--- src/rtl/bip_pkg.sv ---
// Shared encodings for the BIP control unit: opcodes, accumulator-mux selects and FSM states.
package bip_pkg;

  localparam int OPC_W = 5;

  localparam logic [OPC_W-1:0] OP_HLT  = 5'b00000;
  localparam logic [OPC_W-1:0] OP_STO  = 5'b00001;
  localparam logic [OPC_W-1:0] OP_LD   = 5'b00010;
  localparam logic [OPC_W-1:0] OP_LDI  = 5'b00011;
  localparam logic [OPC_W-1:0] OP_ADD  = 5'b00100;
  localparam logic [OPC_W-1:0] OP_ADDI = 5'b00101;
  localparam logic [OPC_W-1:0] OP_SUB  = 5'b00110;
  localparam logic [OPC_W-1:0] OP_SUBI = 5'b00111;

  localparam logic [1:0] SELA_RAM = 2'd0;
  localparam logic [1:0] SELA_IMM = 2'd1;
  localparam logic [1:0] SELA_ALU = 2'd2;

  typedef enum logic [1:0] {
    ST_IDLE  = 2'd0,
    ST_FETCH = 2'd1,
    ST_EXEC  = 2'd2,
    ST_HALT  = 2'd3
  } state_t;

  typedef struct packed {
    logic [1:0] sel_a;
    logic       sel_b;
    logic       op_sub;
    logic       wr_acc;
    logic       wr_ram;
    logic       rd_ram;
    logic       illegal;
  } ctrl_t;

endpackage

--- src/rtl/bip_decoder.sv ---
// Combinational opcode -> datapath/data-memory strobes; everything is 0 unless exec_en.
// Latency: 0 cycles; no backpressure.
module bip_decoder
  import bip_pkg::*;
#(
  parameter int OPCODE_WIDTH = 5
) (
  input  logic                    exec_en,
  input  logic [OPCODE_WIDTH-1:0] opcode,
  output logic [1:0]              sel_a,
  output logic                    sel_b,
  output logic                    op_sub,
  output logic                    wr_acc,
  output logic                    wr_ram,
  output logic                    rd_ram,
  output logic                    illegal
);

  ctrl_t ctrl;

  always_comb begin
    ctrl = '0;
    if (exec_en) begin
      case (opcode)
        OPCODE_WIDTH'(OP_HLT): ctrl = '0;
        OPCODE_WIDTH'(OP_STO): ctrl.wr_ram = 1'b1;
        OPCODE_WIDTH'(OP_LD): begin
          ctrl.rd_ram = 1'b1;
          ctrl.wr_acc = 1'b1;
          ctrl.sel_a  = SELA_RAM;
        end
        OPCODE_WIDTH'(OP_LDI): begin
          ctrl.wr_acc = 1'b1;
          ctrl.sel_a  = SELA_IMM;
        end
        OPCODE_WIDTH'(OP_ADD): begin
          ctrl.rd_ram = 1'b1;
          ctrl.wr_acc = 1'b1;
          ctrl.sel_a  = SELA_ALU;
        end
        OPCODE_WIDTH'(OP_ADDI): begin
          ctrl.wr_acc = 1'b1;
          ctrl.sel_a  = SELA_ALU;
          ctrl.sel_b  = 1'b1;
        end
        OPCODE_WIDTH'(OP_SUB): begin
          ctrl.rd_ram = 1'b1;
          ctrl.wr_acc = 1'b1;
          ctrl.sel_a  = SELA_ALU;
          ctrl.op_sub = 1'b1;
        end
        OPCODE_WIDTH'(OP_SUBI): begin
          ctrl.wr_acc = 1'b1;
          ctrl.sel_a  = SELA_ALU;
          ctrl.sel_b  = 1'b1;
          ctrl.op_sub = 1'b1;
        end
        // Undefined opcodes execute as NOP but are flagged.
        default: ctrl.illegal = 1'b1;
      endcase
    end
  end

  assign sel_a   = ctrl.sel_a;
  assign sel_b   = ctrl.sel_b;
  assign op_sub  = ctrl.op_sub;
  assign wr_acc  = ctrl.wr_acc;
  assign wr_ram  = ctrl.wr_ram;
  assign rd_ram  = ctrl.rd_ram;
  assign illegal = ctrl.illegal;

endmodule

--- src/rtl/bip_control.sv ---
// BIP control unit: PC, FETCH/EXEC sequencing, start/halt, wrap control and instruction counter.
// Latency: 2 cycles per instruction, first strobe 2 cycles after start; no backpressure.
module bip_control
  import bip_pkg::*;
#(
  parameter int PC_WIDTH      = 11,
  parameter int OPCODE_WIDTH  = 5,
  parameter int OPERAND_WIDTH = 11,
  parameter int CNT_WIDTH     = 16,
  parameter int HALT_ON_WRAP  = 1
) (
  input  logic                                  clk,
  input  logic                                  reset,
  input  logic                                  start,
  input  logic [OPCODE_WIDTH+OPERAND_WIDTH-1:0] instr,
  output logic [PC_WIDTH-1:0]                   address,
  output logic [OPERAND_WIDTH-1:0]              operand,
  output logic [1:0]                            sel_a,
  output logic                                  sel_b,
  output logic                                  op_sub,
  output logic                                  wr_acc,
  output logic                                  wr_ram,
  output logic                                  rd_ram,
  output logic                                  busy,
  output logic                                  halted,
  output logic                                  illegal,
  output logic [CNT_WIDTH-1:0]                  instr_count
);

  localparam int INSTR_WIDTH = OPCODE_WIDTH + OPERAND_WIDTH;

  state_t                state_q, state_d;
  logic [PC_WIDTH-1:0]   pc_q, pc_d;
  logic [CNT_WIDTH-1:0]  cnt_q, cnt_d;
  logic [OPCODE_WIDTH-1:0] opcode;
  logic                  exec_en;

  assign opcode  = instr[INSTR_WIDTH-1 -: OPCODE_WIDTH];
  assign exec_en = (state_q == ST_EXEC);

  always_ff @(posedge clk or negedge reset) begin
    if (!reset) begin
      state_q <= ST_IDLE;
      pc_q    <= '0;
      cnt_q   <= '0;
    end else begin
      state_q <= state_d;
      pc_q    <= pc_d;
      cnt_q   <= cnt_d;
    end
  end

  always_comb begin
    state_d = state_q;
    pc_d    = pc_q;
    cnt_d   = cnt_q;
    case (state_q)
      ST_IDLE, ST_HALT: begin
        // A restart from HALT keeps the instruction count.
        if (start) begin
          state_d = ST_FETCH;
          pc_d    = '0;
        end
      end
      ST_FETCH: state_d = ST_EXEC;
      ST_EXEC: begin
        if (!(&cnt_q)) begin
          cnt_d = cnt_q + CNT_WIDTH'(1);
        end
        if (opcode == OPCODE_WIDTH'(OP_HLT)) begin
          state_d = ST_HALT;
        end else if (&pc_q) begin
          if (HALT_ON_WRAP != 0) begin
            state_d = ST_HALT;
          end else begin
            pc_d    = '0;
            state_d = ST_FETCH;
          end
        end else begin
          pc_d    = pc_q + PC_WIDTH'(1);
          state_d = ST_FETCH;
        end
      end
      default: state_d = ST_IDLE;
    endcase
  end

  bip_decoder #(
    .OPCODE_WIDTH(OPCODE_WIDTH)
  ) u_decoder (
    .exec_en (exec_en),
    .opcode  (opcode),
    .sel_a   (sel_a),
    .sel_b   (sel_b),
    .op_sub  (op_sub),
    .wr_acc  (wr_acc),
    .wr_ram  (wr_ram),
    .rd_ram  (rd_ram),
    .illegal (illegal)
  );

  assign address     = pc_q;
  assign operand     = exec_en ? instr[OPERAND_WIDTH-1:0] : '0;
  assign busy        = (state_q == ST_FETCH) || (state_q == ST_EXEC);
  assign halted      = (state_q == ST_HALT);
  assign instr_count = cnt_q;

endmodule

--- config.mk ---
export PLATFORM = sky130hd
export DESIGN_NAME = bip_control
export DESIGN_NICKNAME = d
export VERILOG_FILES = /design/src/rtl/bip_pkg.sv /design/src/rtl/bip_decoder.sv /design/src/rtl/bip_control.sv
export SDC_FILE = /design/constraint.sdc
export NUM_CORES = 1
export LEC_CHECK = 0
export ABC_AREA = 1
export CELL_PAD_IN_SITES_DETAIL_PLACEMENT = 2
export CELL_PAD_IN_SITES_GLOBAL_PLACEMENT = 2
export CORE_MARGIN = 3
export CORE_UTILIZATION = 25
export CTS_BUF_LIST = sky130_fd_sc_hd__clkbuf_4
export CTS_CLUSTER_DIAMETER = 80
export DETAILED_ROUTE_END_ITERATION = 10
export PLACE_DENSITY = 0.92
export SETUP_SLACK_MARGIN = 0.4
export SLEW_MARGIN = 20
export SYNTH_ARGS = -nofsm -noshare
export SYNTH_HDL_FRONTEND = slang
export SYNTH_SLANG_ARGS = --single-unit
--- constraint.sdc ---
create_clock -name clk -period 2 [get_ports clk]
set_input_delay 0.3 -clock clk [delete_from_list [all_inputs] [get_ports clk]]
set_output_delay 0.3 -clock clk [all_outputs]
set_load 0.02 [all_outputs]
# Yosys cells after proc, flatten, opt, wreduce, memory -nomap -nowiden
# Cells that the tools add are included.
# totals
regBits	29
latch_bits	0
ramBits	0
rom_bits	0
inputBits	19
output_inout_bits	48
wordCells	51
n_memories	0
# classes
n_addsub	2
mul	0
n_div	0
n_lt_le_gt_ge	0
n_eq_ne	13
shifts	0
n_mux	17
bitwise	1
reduce_logical	15
# ops
op	n
11-bit two-way mux	4
11-bit one-hot mux with 2 select lines	1
5-bit by 3-bit == test with 1-bit output (second input constant)	4
16-bit by 1-bit adder with 16-bit output (second input constant)	1
16-bit AND reduction	1
11-bit by 1-bit adder with 11-bit output (second input constant)	1
11-bit AND reduction	1
5-bit by 2-bit == test with 1-bit output (second input constant)	2
8-bit two-way mux	1
8-bit OR reduction	1
1-bit two-way mux	6
2-bit two-way mux	3
2-bit != test (second input constant)	3
2-bit one-hot mux with 3 select lines	1
2-bit OR reduction	3
6-bit OR reduction	1
5-bit by 1-bit == test with 1-bit output (second input constant)	1
5-bit zero test	1
2-bit == test (second input constant)	2
2-bit one-hot mux with 2 select lines	1
4-bit AND reduction	1
4-bit OR reduction	1
3-bit OR reduction	1
2-bit by 1-bit == test with 1-bit output (second input constant)	1
5 further kinds	5

# Longest topological paths before layout
# logic_depth
depth_word	4
ltp_mapped	9
mapped_depth_nobuf	9

# Modules after synthesis
# Synthesis repeated with hierarchy kept, for this count alone.
# unflattened
hier_cells	293
area_unflattened_um2	2000.7
# modules_own_cells
module	n_inst	cells_each	area_each_um2	seq_area_each_um2
bip_control	1	267	1891.8	725.7
bip_decoder	1	26	108.9	0.0

# Worst setup path before layout
# Ideal clock, no wire load.
# synth_timing
path_kind	reg-to-output
startpoint	register state_q[0]
endpoint	output port rd_ram
t_arrival_ps	1736
required_ps	1700
setup_slack_ps	-36
stages_incl_launch_ff	6
path_buffers	1
path_cell_list	dfrtp_1 > inv_1 > ha_1 > inv_2 > clkbuf_1 > nor4_1
# synth_between
elab_chain_cells	2
# synth_rtl
element	line	text
start, declared	bip_control.sv:32	state_t state_q, state_d;
start signal, assigned	bip_control.sv:47	state_q <= state_d;
2-bit == test	bip_control.sv:39	assign exec_en = (state_q == ST_EXEC);
8-bit two-way mux	bip_decoder.sv:23	if (exec_en) begin
end, declared	bip_control.sv:23	output logic rd_ram,
# No other way between the ends.

# Worst setup path after layout
# layout_timing
startpoint	register state_q[0]
endpoint	output port operand[5]
# layout_between
elab_chain_cells	2
# layout_rtl
element	line	text
2-bit == test	bip_control.sv:39	
11-bit two-way mux	bip_control.sv:103	assign operand = exec_en ? instr[OPERAND_WIDTH-1:0] : '0;
end, declared	bip_control.sv:17	output logic [OPERAND_WIDTH-1:0] operand,
# No other way between the ends.

==> run_results.csv <==
group,metric,value,unit
status,outcome,"completed",
logic_synthesis,ys_seq_area_share,35.0,%
sta,finalHoldViolCount,0,
die,io_pins,67,
logic_synthesis,synth-adder-area-share,3.01,%
sta,period_needed,1720,ps
route,drtIter0Drc,73,
power,p_leak,1.73,nW
final_layout,finalNetCount,421,
logic_synthesis,syn-num-nets,327,
logic_synthesis,yosysUniqueCellTypes,34,
worst_hold_path,hp-class,"in -> async",
global_route,gr-total-overflow,0,
clock_tree,cts_buffers,5,
setup_path,worst-path-max-fanout,13,
die,fp.dieH,97.1,um
run,drv_cap,0,
logic_synthesis,synth_seq_cells,29,
sta,rsz0062_at_grt,"yes",
setup_path,slowest_stage,"dfrtp_1",
die,num_rows,32,
place,dp_hpwl,5610,um
final_layout,final_common_cell,"nand2_1",
sta,setup_viol,0,
global_route,antenna_found_initial,1,
logic_synthesis,ys_warn_count,0,
logic_synthesis,synth_top_area_share,35.0,%
global_route,grt_pass1_wl,14000,um
place,place_congestion,0.759,
route,wl,9140,um
global_route,use_met2,34.5,%
final_layout,drive_gt1_share,26.9,%
global_route,busiest_layer,"met2",
route,firstDrtPassIters,4,
clock_tree,h-tree-depth,2,
clock_tree,clk_latency,330,ps
sta,setup_tns,0,ps
global_route,globalRouteMet3Util,2.94,%
global_route,use_met1,21.3,%
final_layout,final_cell_mix,"123 x nand2_1, 31 x inv_1, 29 x buf_4",
setup_path,cp.arrival,1420,ps
sta,slew_violations,0,
logic_synthesis,syn_area,0.00208,sq mm
logic_synthesis,syn_inst,303,
setup_path,worstSetupEndpointType,"primary output",
sta,max_slew_margin,73.2,%
power,power_density,881,mW/mm^2
global_route,grt_pass1_vias,2660,
setup_path,slowest_delay,410,ps
logic_synthesis,syn_area_per_cell,6.85,sq um
setup_path,cp-start-kind,"flop",
die,die_w,97.1,um
global_route,grt_max_degree,30,
global_route,grt_use_total,18.3,%
sta,worst_clock_skew,8.00,ps
logic_synthesis,synth-edff-count,0,
setup_path,cp_cell_sequence,"inv_2 -> ha_4 -> buf_8 -> nand2_1 -> inv_1 -> buf_4",
setup_path,rr_worst_depth,7,
sta,max_freq,580,MHz
die,coreArea,0.00789,sq mm
power,vdd_drop_max,0.000546,V
die,dieArea,0.00943,sq mm
route,vias,2409,
route,route.detailed.drc,0,
logic_synthesis,synth_top_family_by_area,"simple AND/OR/NAND/NOR gates",
setup_path,cp.required,1700,ps
logic_synthesis,yosysTopAreaCell,"dfrtp_1",
sta,fin_crit_sh,86.2,%
clock_tree,cts-root-buf,"clkbuf_4",
logic_synthesis,synth-compound-area-share,6.93,%
clock_tree,cts_max_path_buffers,2,
logic_synthesis,async_flop_share,100,%
logic_synthesis,synth_area_leaders,"dfrtp_1 35%, nand2_1 22%, inv_1 6.1%, nor2_1 5.6%, nand3_1 3.1%",
sta,tightest_slew,403,ps
place,io_buffers,66,
setup_path,crit_type,"reg -> out",
final_layout,fillers,920,
clock_tree,cts_tree,"built",
logic_synthesis,synth_mux_area_share,0,%
final_layout,syn_to_final_growth,54.9,%
route,vias_per_cell,4.81,
die,start_util,26.3,%
logic_synthesis,synth_xor_xnor_area_share,3.80,%
route,ant_nets,0,
route,detail_route.wl_per_cell,18.2,um
clock_tree,cts.clk_slew.worst_paths,110,ps
logic_synthesis,synth-simple-area-share,42.1,%
final_layout,fin_util,40.8,%
clock_tree,cts.sinks,29,
logic_synthesis,synth-main-ff-cell,"dfrtp_1",
-- cell families (layout without fill, tap and decap cells) --
| group | count (synthesis) | after routing |
|---|---|---|
| xor+xnor | 9 | 9 |
| buf+inv | 44 | 136 |
| compound gates | 23 | 23 |
| simple gates | 193 | 196 |
| flops | 29 | 29 |
| other cells | 0 | 1 |
| fa+ha+maj | 5 | 5 |
-- cell usage after synthesis, types with 2 or more instances --
cell type,instances
nand2_1,124
inv_1,34
nor2_1,31
dfrtp_1,29
nand3_1,13
o21ai_1,8
xor2_1,7
a21oi_1,5
ha_1,5
nor3_1,5
o21ai_0,5
nand4_1,4
buf_2,3
buf_6,3
inv_2,3
nand2_4,2
nor2_2,2
nor2_4,2
nor3_4,2
xnor2_1,2
-- layer usage --
layer / share of wire [%] / wire, um / vias up
met4: 1.1 / 96 / 0
li1: - / - / 1133
met2: 56 / 5080 / 44
met5: 0 / 0 / -
met3: 3.1 / 279 / 8
met1: 40 / 3680 / 1224
-- through the flow --
step	setup slack, ps	instance area (sq um)	hold WS, ps	total power [mW]	std cells
6_report	276	3210	356	2.83	501
5_1_grt	166	3210	394	3.02	501
4_1_cts	193	3080	366	2.68	494
3_5_place_dp	-198	2930	527	2.00	472
3_3_place_gp	-124	2930	507	1.95	472
2_1_floorplan	412	2130	4.41	1.57	303
-- critical path, delay by kind of cell, from the launching register on --
family        cells  cell delay, ps
buf+inv           4             440
flops             1             410
fa+ha+maj         1             170
simple gates      1              70
-- registers in the layout, summed over array words and instances, names as in the netlist --
name	cells
address	11
state_q	2
instr_count	16
-- path summary, 6_finish.rpt --
path | from | end | slack [ps]
max | state_q[0]$_DFFE_PN0P_ | operand[5] | 280
min | reset | address[4]$_DFFE_PN0P_ | 360
max reg2reg | address[0]$_DFFE_PN0P_ | address[0]$_DFFE_PN0P_ | 290
min reg2reg | address[10]$_DFFE_PN0P_ | address[10]$_DFFE_PN0P_ | 550
max in group asynchronous | reset | instr_count[11]$_DFFE_PN0P_ | 1330
min in group clk | address[10]$_DFFE_PN0P_ | address[10]$_DFFE_PN0P_ | 550
-- cell type report --
class,instances,area (sq um),area share [%]
antenna,1,2.50,0.0779
timing repair buffer,91,808,25.1
multi-input combinational,233,1340,41.5
inverter,37,150,4.67
clock buffer,6,45.0,1.40
clock inverter,2,10.0,0.311
sequential,29,736,22.9
tap,102,128,3.97
-- power breakdown --
group / switching, mW / internal (mW)
combinational: 1.00 / 0.713
clock: 0.243 / 0.148
sequential: 0.0784 / 0.651
-- what timing repair did --
| action | in CTS | in global routing |
|---|---|---|
| setup endpoints to repair | 74 | 49 |
| resized for setup | 135 | 35 |
| endpoints found under the hold margin | 0 | 0 |
| pin swaps | 6 | 7 |
| buffers inserted | 11 | 6 |
| cloned | 3 | 0 |
| hold buffers | 0 | 0 |
No activity file was read; power rests on OpenSTA's default activity.
